<file path="src/rtl/rob_nway.sv">
// rtl/rob_nway.sv - N-way reorder buffer with branch-mask kill, CDB completion and in-order commit
//
// Purpose: circular reorder buffer. Dispatch enqueues up to DISP_W entries per
// cycle, completion ports mark entries done (optionally excepted), and up to
// COMMIT_W in-order head entries retire per cycle. Branch resolution either
// clears a mask bit (clean) or kills every entry tagged with it (mispredict).
//
// Ports:
//   clk, rst            clock, asynchronous active-low reset
//   disp_valid/data/mask  dispatch lanes (contiguous from lane 0)
//   disp_ready          at least DISP_W free entries
//   disp_index          pointer assigned to each dispatch lane
//   cdb_valid/index/exc completion ports
//   commit_valid/data/exc  committable head lanes
//   commit_ready        consumer takes every offered lane
//   br_valid/tag/kill/wptr  branch resolution broadcast
//   flush               full pipeline flush
//   count, empty, full  occupancy

module rob_nway #(
  parameter  int DEPTH    = 32,
  parameter  int DISP_W   = 2,
  parameter  int COMMIT_W = 2,
  parameter  int CDB_W    = 2,
  parameter  int NBR      = 4,
  parameter  int DATA_W   = 64,
  localparam int AW       = $clog2(DEPTH),
  localparam int TW       = (NBR > 1) ? $clog2(NBR) : 1
) (
  input  logic                             clk,
  input  logic                             rst,
  input  logic [DISP_W-1:0]                disp_valid,
  input  logic [DISP_W-1:0][DATA_W-1:0]    disp_data,
  input  logic [DISP_W-1:0][NBR-1:0]       disp_mask,
  output logic                             disp_ready,
  output logic [DISP_W-1:0][AW:0]          disp_index,
  input  logic [CDB_W-1:0]                 cdb_valid,
  input  logic [CDB_W-1:0][AW-1:0]         cdb_index,
  input  logic [CDB_W-1:0]                 cdb_exc,
  output logic [COMMIT_W-1:0]              commit_valid,
  output logic [COMMIT_W-1:0][DATA_W-1:0]  commit_data,
  output logic [COMMIT_W-1:0]              commit_exc,
  input  logic                             commit_ready,
  input  logic                             br_valid,
  input  logic [TW-1:0]                    br_tag,
  input  logic                             br_kill,
  input  logic [AW:0]                      br_wptr,
  input  logic                             flush,
  output logic [AW:0]                      count,
  output logic                             empty,
  output logic                             full
);

  localparam int PW = AW + 1;

  // Pointers carry one extra wrap bit so full and empty are distinguishable.
  logic [PW-1:0]             wptr;
  logic [PW-1:0]             rptr;
  logic [DEPTH-1:0]          busy;
  logic [DEPTH-1:0]          done;
  logic [DEPTH-1:0]          exc;
  logic [DEPTH-1:0][NBR-1:0] mask;
  logic [DATA_W-1:0]         data [DEPTH];

  logic                      kill;
  logic                      clean;
  logic                      disp_we;
  logic                      commit_fire;
  logic [NBR-1:0]            tag_onehot;
  logic [PW-1:0]             disp_num;
  logic [PW-1:0]             commit_num;
  logic [DISP_W-1:0][AW-1:0] disp_slot;
  logic [DISP_W-1:0][NBR-1:0] lane_mask;
  logic [COMMIT_W-1:0][AW-1:0] commit_slot;
  logic [DEPTH-1:0]          kill_hit;
  logic [DEPTH-1:0]          cdb_set;
  logic [DEPTH-1:0]          cdb_exc_set;

  // ---------------------------------------------------------------------------
  // Occupancy and dispatch side
  // ---------------------------------------------------------------------------
  assign count       = wptr - rptr;
  assign empty       = (count == '0);
  assign full        = (count == PW'(DEPTH));
  assign disp_ready  = ((PW'(DEPTH) - count) >= PW'(DISP_W));

  assign kill        = br_valid & br_kill;
  assign clean       = br_valid & ~br_kill;
  assign tag_onehot  = NBR'(1) << br_tag;
  // A kill rewinds wptr, so whatever is dispatched alongside it is younger
  // than the branch and must be dropped.
  assign disp_we     = disp_ready & ~kill & ~flush;
  assign commit_fire = commit_ready & ~flush;

  always_comb begin
    disp_num   = '0;
    disp_index = '0;
    disp_slot  = '0;
    lane_mask  = '0;
    for (int i = 0; i < DISP_W; i++) begin
      disp_index[i] = wptr + PW'(i);
      disp_slot[i]  = wptr[AW-1:0] + AW'(i);
      // A clean resolution also covers lanes entering this very cycle.
      lane_mask[i]  = disp_mask[i] & ~(clean ? tag_onehot : '0);
      disp_num      = disp_num + PW'(disp_valid[i]);
    end
  end

  // ---------------------------------------------------------------------------
  // Completion: per-entry set vectors so two ports hitting one entry OR their
  // exception flags instead of the last write winning.
  // ---------------------------------------------------------------------------
  always_comb begin
    kill_hit    = '0;
    cdb_set     = '0;
    cdb_exc_set = '0;
    for (int e = 0; e < DEPTH; e++) begin
      kill_hit[e] = kill & mask[e][br_tag];
    end
    for (int p = 0; p < CDB_W; p++) begin
      if (cdb_valid[p] && busy[cdb_index[p]] && !kill_hit[cdb_index[p]]) begin
        cdb_set[cdb_index[p]]     = 1'b1;
        cdb_exc_set[cdb_index[p]] = cdb_exc_set[cdb_index[p]] | cdb_exc[p];
      end
    end
  end

  // ---------------------------------------------------------------------------
  // Commit: lane j is offered only if every head entry up to j is done and no
  // earlier lane is excepted; an excepted entry itself is still offered so the
  // consumer sees the exception at the head.
  // ---------------------------------------------------------------------------
  always_comb begin
    logic          ok;
    logic          v;
    logic [AW-1:0] cs;
    ok           = 1'b1;
    v            = 1'b0;
    cs           = '0;
    commit_num   = '0;
    commit_slot  = '0;
    commit_valid = '0;
    commit_exc   = '0;
    commit_data  = '0;
    for (int j = 0; j < COMMIT_W; j++) begin
      cs              = rptr[AW-1:0] + AW'(j);
      v               = ok & busy[cs] & done[cs];
      commit_slot[j]  = cs;
      commit_valid[j] = v;
      commit_exc[j]   = v & exc[cs];
      commit_data[j]  = data[cs];
      commit_num      = commit_num + PW'(v);
      ok              = v & ~exc[cs];
    end
  end

  // ---------------------------------------------------------------------------
  // Control state. Later nonblocking writes win, which orders dispatch after
  // completion/clean for the same slot.
  // ---------------------------------------------------------------------------
  always_ff @(posedge clk or negedge rst) begin
    if (!rst) begin
      wptr <= '0;
      rptr <= '0;
      busy <= '0;
      done <= '0;
      exc  <= '0;
      mask <= '0;
    end else if (flush) begin
      wptr <= '0;
      rptr <= '0;
      busy <= '0;
    end else begin
      // Head entries are older than any resolving branch, so commit also
      // proceeds in a kill cycle.
      if (commit_fire) begin
        for (int j = 0; j < COMMIT_W; j++) begin
          if (commit_valid[j]) busy[commit_slot[j]] <= 1'b0;
        end
        rptr <= rptr + commit_num;
      end

      for (int e = 0; e < DEPTH; e++) begin
        if (cdb_set[e]) begin
          done[e] <= 1'b1;
          exc[e]  <= exc[e] | cdb_exc_set[e];
        end
        if (clean)       mask[e][br_tag] <= 1'b0;
        if (kill_hit[e]) busy[e]         <= 1'b0;
      end

      if (kill) begin
        wptr <= br_wptr;
      end else if (disp_ready) begin
        for (int i = 0; i < DISP_W; i++) begin
          if (disp_valid[i]) begin
            busy[disp_slot[i]] <= 1'b1;
            done[disp_slot[i]] <= 1'b0;
            exc[disp_slot[i]]  <= 1'b0;
            mask[disp_slot[i]] <= lane_mask[i];
          end
        end
        wptr <= wptr + disp_num;
      end
    end
  end

  // Payload needs no reset; it is only observed through busy entries.
  always_ff @(posedge clk) begin
    if (disp_we) begin
      for (int i = 0; i < DISP_W; i++) begin
        if (disp_valid[i]) data[disp_slot[i]] <= disp_data[i];
      end
    end
  end

endmodule

</file>
<file path="config.mk">
export PLATFORM = sky130hd
export DESIGN_NAME = rob_nway
export DESIGN_NICKNAME = d
export VERILOG_FILES = /design/src/rtl/rob_nway.sv
export SDC_FILE = /design/constraint.sdc
export NUM_CORES = 2
export LEC_CHECK = 0
export CORE_MARGIN = 3
export CORE_UTILIZATION = 55
export CTS_BUF_LIST = sky130_fd_sc_hd__clkbuf_4 sky130_fd_sc_hd__clkbuf_8
export CTS_CLUSTER_SIZE = 12
export DETAILED_ROUTE_END_ITERATION = 10
export GPL_ROUTABILITY_DRIVEN = 0
export HOLD_SLACK_MARGIN = 0.06
export PLACE_DENSITY = 0.73
export SLEW_MARGIN = 40
export SYNTH_ARGS = -nofsm -noshare
export SYNTH_HDL_FRONTEND = slang
export SYNTH_SLANG_ARGS = --single-unit
</file>
<file path="constraint.sdc">
create_clock -name clk -period 16.7 [get_ports clk]
set_input_delay 2.505 -clock clk [delete_from_list [all_inputs] [get_ports clk]]
set_output_delay 2.505 -clock clk [all_outputs]
set_load 0.02 [all_outputs]
</file>
==> flow_summary.json <==
{
  "synth-compound-area-share": 0.0551,
  "p_sw_frac": 0.259,
  "maxCapViolations": 0,
  "cp_max_fo": 57,
  "synthXorXnorAreaFrac": 0.00134,
  "async_reset_ff_frac": 0.103,
  "slew_headroom": 0.306,
  "grt_pass1_vias": 96100,
  "fmax_mhz": 101,
  "synthTopCellsByArea": "edfxtp_1 45%, mux4_2 19%, mux2_1 17%",
  "insertion_delay_ps": 1110,
  "grt_pass1_wl_mm": 734,
  "ys.flop_type": "edfxtp_1",
  "cts_sinks": 2284,
  "rsz0062_at_grt": "no",
  "cts_setup_buffers": 0,
  "cts-buffers-inserted": 406,
  "die_area_um2": 256000,
  "p_int_mw": 9.67,
  "ys_ff_latch": 2284,
  "numPortBuffers": 318,
  "min_period_ps": 9950,
  "syn_nets": 9259,
  "dp_hpwl_mm": 278,
  "startpoint_type": "flop",
  "grt_antenna_before_repair": 63,
  "nets": 9096,
  "setup_viol": 0,
  "design.portCount": 319,
  "synth_edf_count": 2048,
  "status": "completed",
  "p_total_mw": 13.1,
  "first_pass_iters": 11,
  "syn_area_per_cell_um2": 15.1,
  "cts_tree": "built",
  "synthAdderAreaFrac": 0.00226,
  "p_leak_nw": 48.3,
  "die-width_um": 506,
  "drt_iter0_drc": 17200,
  "grt_max_degree": 103,
  "combPwrFrac": 0.101,
  "syn2layout_area_growth_pct": 9.34,
  "hp-class": "flop to flop",
  "clk_pin_slew_worst_paths_ps": 60,
  "drive_gt1_frac": 0.253,
  "clk_path_buf_depth": 4,
  "ir_worst_vdd_uv": 91.4,
  "final_util": 0.607,
  "track_usage": 0.404,
  "dr_total_vias": 98500,
  "n_fill_cell": 18300,
  "synth_top_cell_area_share": 0.448,
  "p_switching_mw": 3.38,
  "syn_inst": 9070,
  "tightestPinTransition_ps": 1040,
  "p_per_area_nw_per_um2": 87.0,
  "synth_top_family_by_area": "multiplexers",
  "core-area_um2": 247000,
  "drc": 0,
  "final_hold_viol_count": 0,
  "ctsRootBufferMaster": "clkbuf_8",
  "cts_resized": 0,
  "wl_mm": 525,
  "yosysWarnings": 0,
  "ys_seq_area_frac": 0.491,
  "initial_core_util": 0.556,
  "synthMuxAreaShare": 0.374,
  "tns_ps": 0,
  "clockPowerShare": 0.399,
  "synth_area_um2": 137000,
  "seqPwrFrac": 0.501,
  "ant_nets": 0,
  "worstSetupPathType": "flop to primary output",
  "maxSlewViolCount": 0,
  "crit_required_ps": 14200,
  "yosys.area_share.simple": 0.0370,
  "grt_remaining_overflow": 0,
  "final.period_utilization": 0.596,
  "synth.most_common_cell": "edfxtp_1",
  "viasPerCell": 7.82,
  "die_h_um": 506,
  "synthDistinctLibCells": 90,
  "synth_commonest_cells": "2048 x edfxtp_1, 2026 x mux2_1, 1159 x mux4_2",
  "yosysTopAreaCell": "edfxtp_1",
  "rows": 182,
  "finClkSkew_ps": 65.5,
  "crit_path_end_kind": "primary output",
  "wl_per_cell_um": 41.7,
  "htree_num_levels": 5,
  "fin_hold_ws_ps": 524,
  "cts_hold_buf": 0,
  "crit_arrival_ps": 7440
}
==> layout by cell type (no fill, tap or decap), types with 62 or more instances in the layout <==
cell / synthesis / layout
mux2_1: 2026 / 2026
buf_6: 7 / 71
clkdlybuf4s50_1: 0 / 171
edfxtp_1: 2048 / 2048
nand2_1: 421 / 415
mux4_2: 1159 / 1159
a22o_1: 136 / 136
clkinv_1: 3 / 104
clkbuf_4: 0 / 145
mux2i_1: 208 / 208
a22oi_1: 326 / 326
buf_2: 136 / 141
a21oi_1: 170 / 165
buf_4: 159 / 142
nand3_1: 100 / 100
dfrtp_1: 236 / 234
diode_2: 0 / 62
clkbuf_8: 0 / 417
o21ai_0: 139 / 131
nor2_1: 182 / 149
nand4_1: 109 / 109
==> final cells by class <==
class                      count  area [um2]  share of cell area
sequential                  2284       67400               0.449
tap                         3312        4140              0.0276
clock buffer                 561        6810              0.0454
inverter                      68         303             0.00202
antenna                       62         155             0.00103
timing repair buffer         561        5060              0.0337
multi-input combinational   5586       65300               0.435
clock inverter               155         890             0.00593
==> worst max-delay path, stage by stage, from the launching register on <==
cell and delay [ps]:
dfrtp_4 900, buf_4 750, buf_6 630, buf_6 560, buf_6 580, buf_6 570, mux4_2 320, nand2_1 60
a21oi_1 180, a311oi_1 80, o21ai_0 680, clkdlybuf4s50_1 750
==> power groups by stage <==
stage | clock network [mW] | logic, mW | registers [mW]
after floorplan | 0 | 0.841 | 6.60
after global placement | 0 | 1.23 | 6.63
after detailed placement | 0 | 1.27 | 6.64
after CTS | 5.18 | 1.27 | 6.53
after global routing | 5.43 | 1.38 | 6.55
final | 5.20 | 1.31 | 6.54
==> final timing paths <==
kind                           from          endpoint  slack (ps)  cells past startpoint
setup / recovery            rptr[0]  commit_data[107]        6750                     11
hold / removal             done[10]          done[10]         520                      2
setup reg to reg            rptr[0]       data[31][1]        9500                     15
hold reg to reg            done[10]          done[10]         520                      2
max in group asynchronous       rst           rptr[1]       13640                      3
min in group asynchronous       rst          mask[58]        1220                      1
==> cell families (layout without fill, tap and decap cells) <==
| group | after synthesis | after routing |
|---|---|---|
| fa+ha+maj | 23 | 23 |
| flops | 2284 | 2284 |
| other cells | 0 | 62 |
| buf+inv | 1200 | 1345 |
| xor+xnor | 21 | 21 |
| mux | 3428 | 3428 |
| compound gates | 1073 | 1073 |
| simple gates | 1041 | 1041 |
==> per-layer routing <==
layer,GRT usage,share of wire
met1,0.513,0.32
met2,0.585,0.43
met3,0.148,0.16
met4,0.263,0.079
met5,0.00544,0.00067
==> metrics by stage <==
step	cell area [um2]	setup WS, ps	std cells
floorplan	137000	8870	9070
detailed placement	142000	7190	11800
CTS	150000	5990	12500
global route	150000	6370	12600
finish	150000	6750	12600
global placement	142000	7060	11800
==> state kept, by name, summed over array words and instances (netlist names) <==
| signal | count |
|---|---|
| exc | 32 |
| busy | 32 |
| rptr | 6 |
| data | 2048 |
| wptr | 6 |
| mask | 128 |
| done | 32 |
Note: power is estimated with default switching activity, not from simulation.
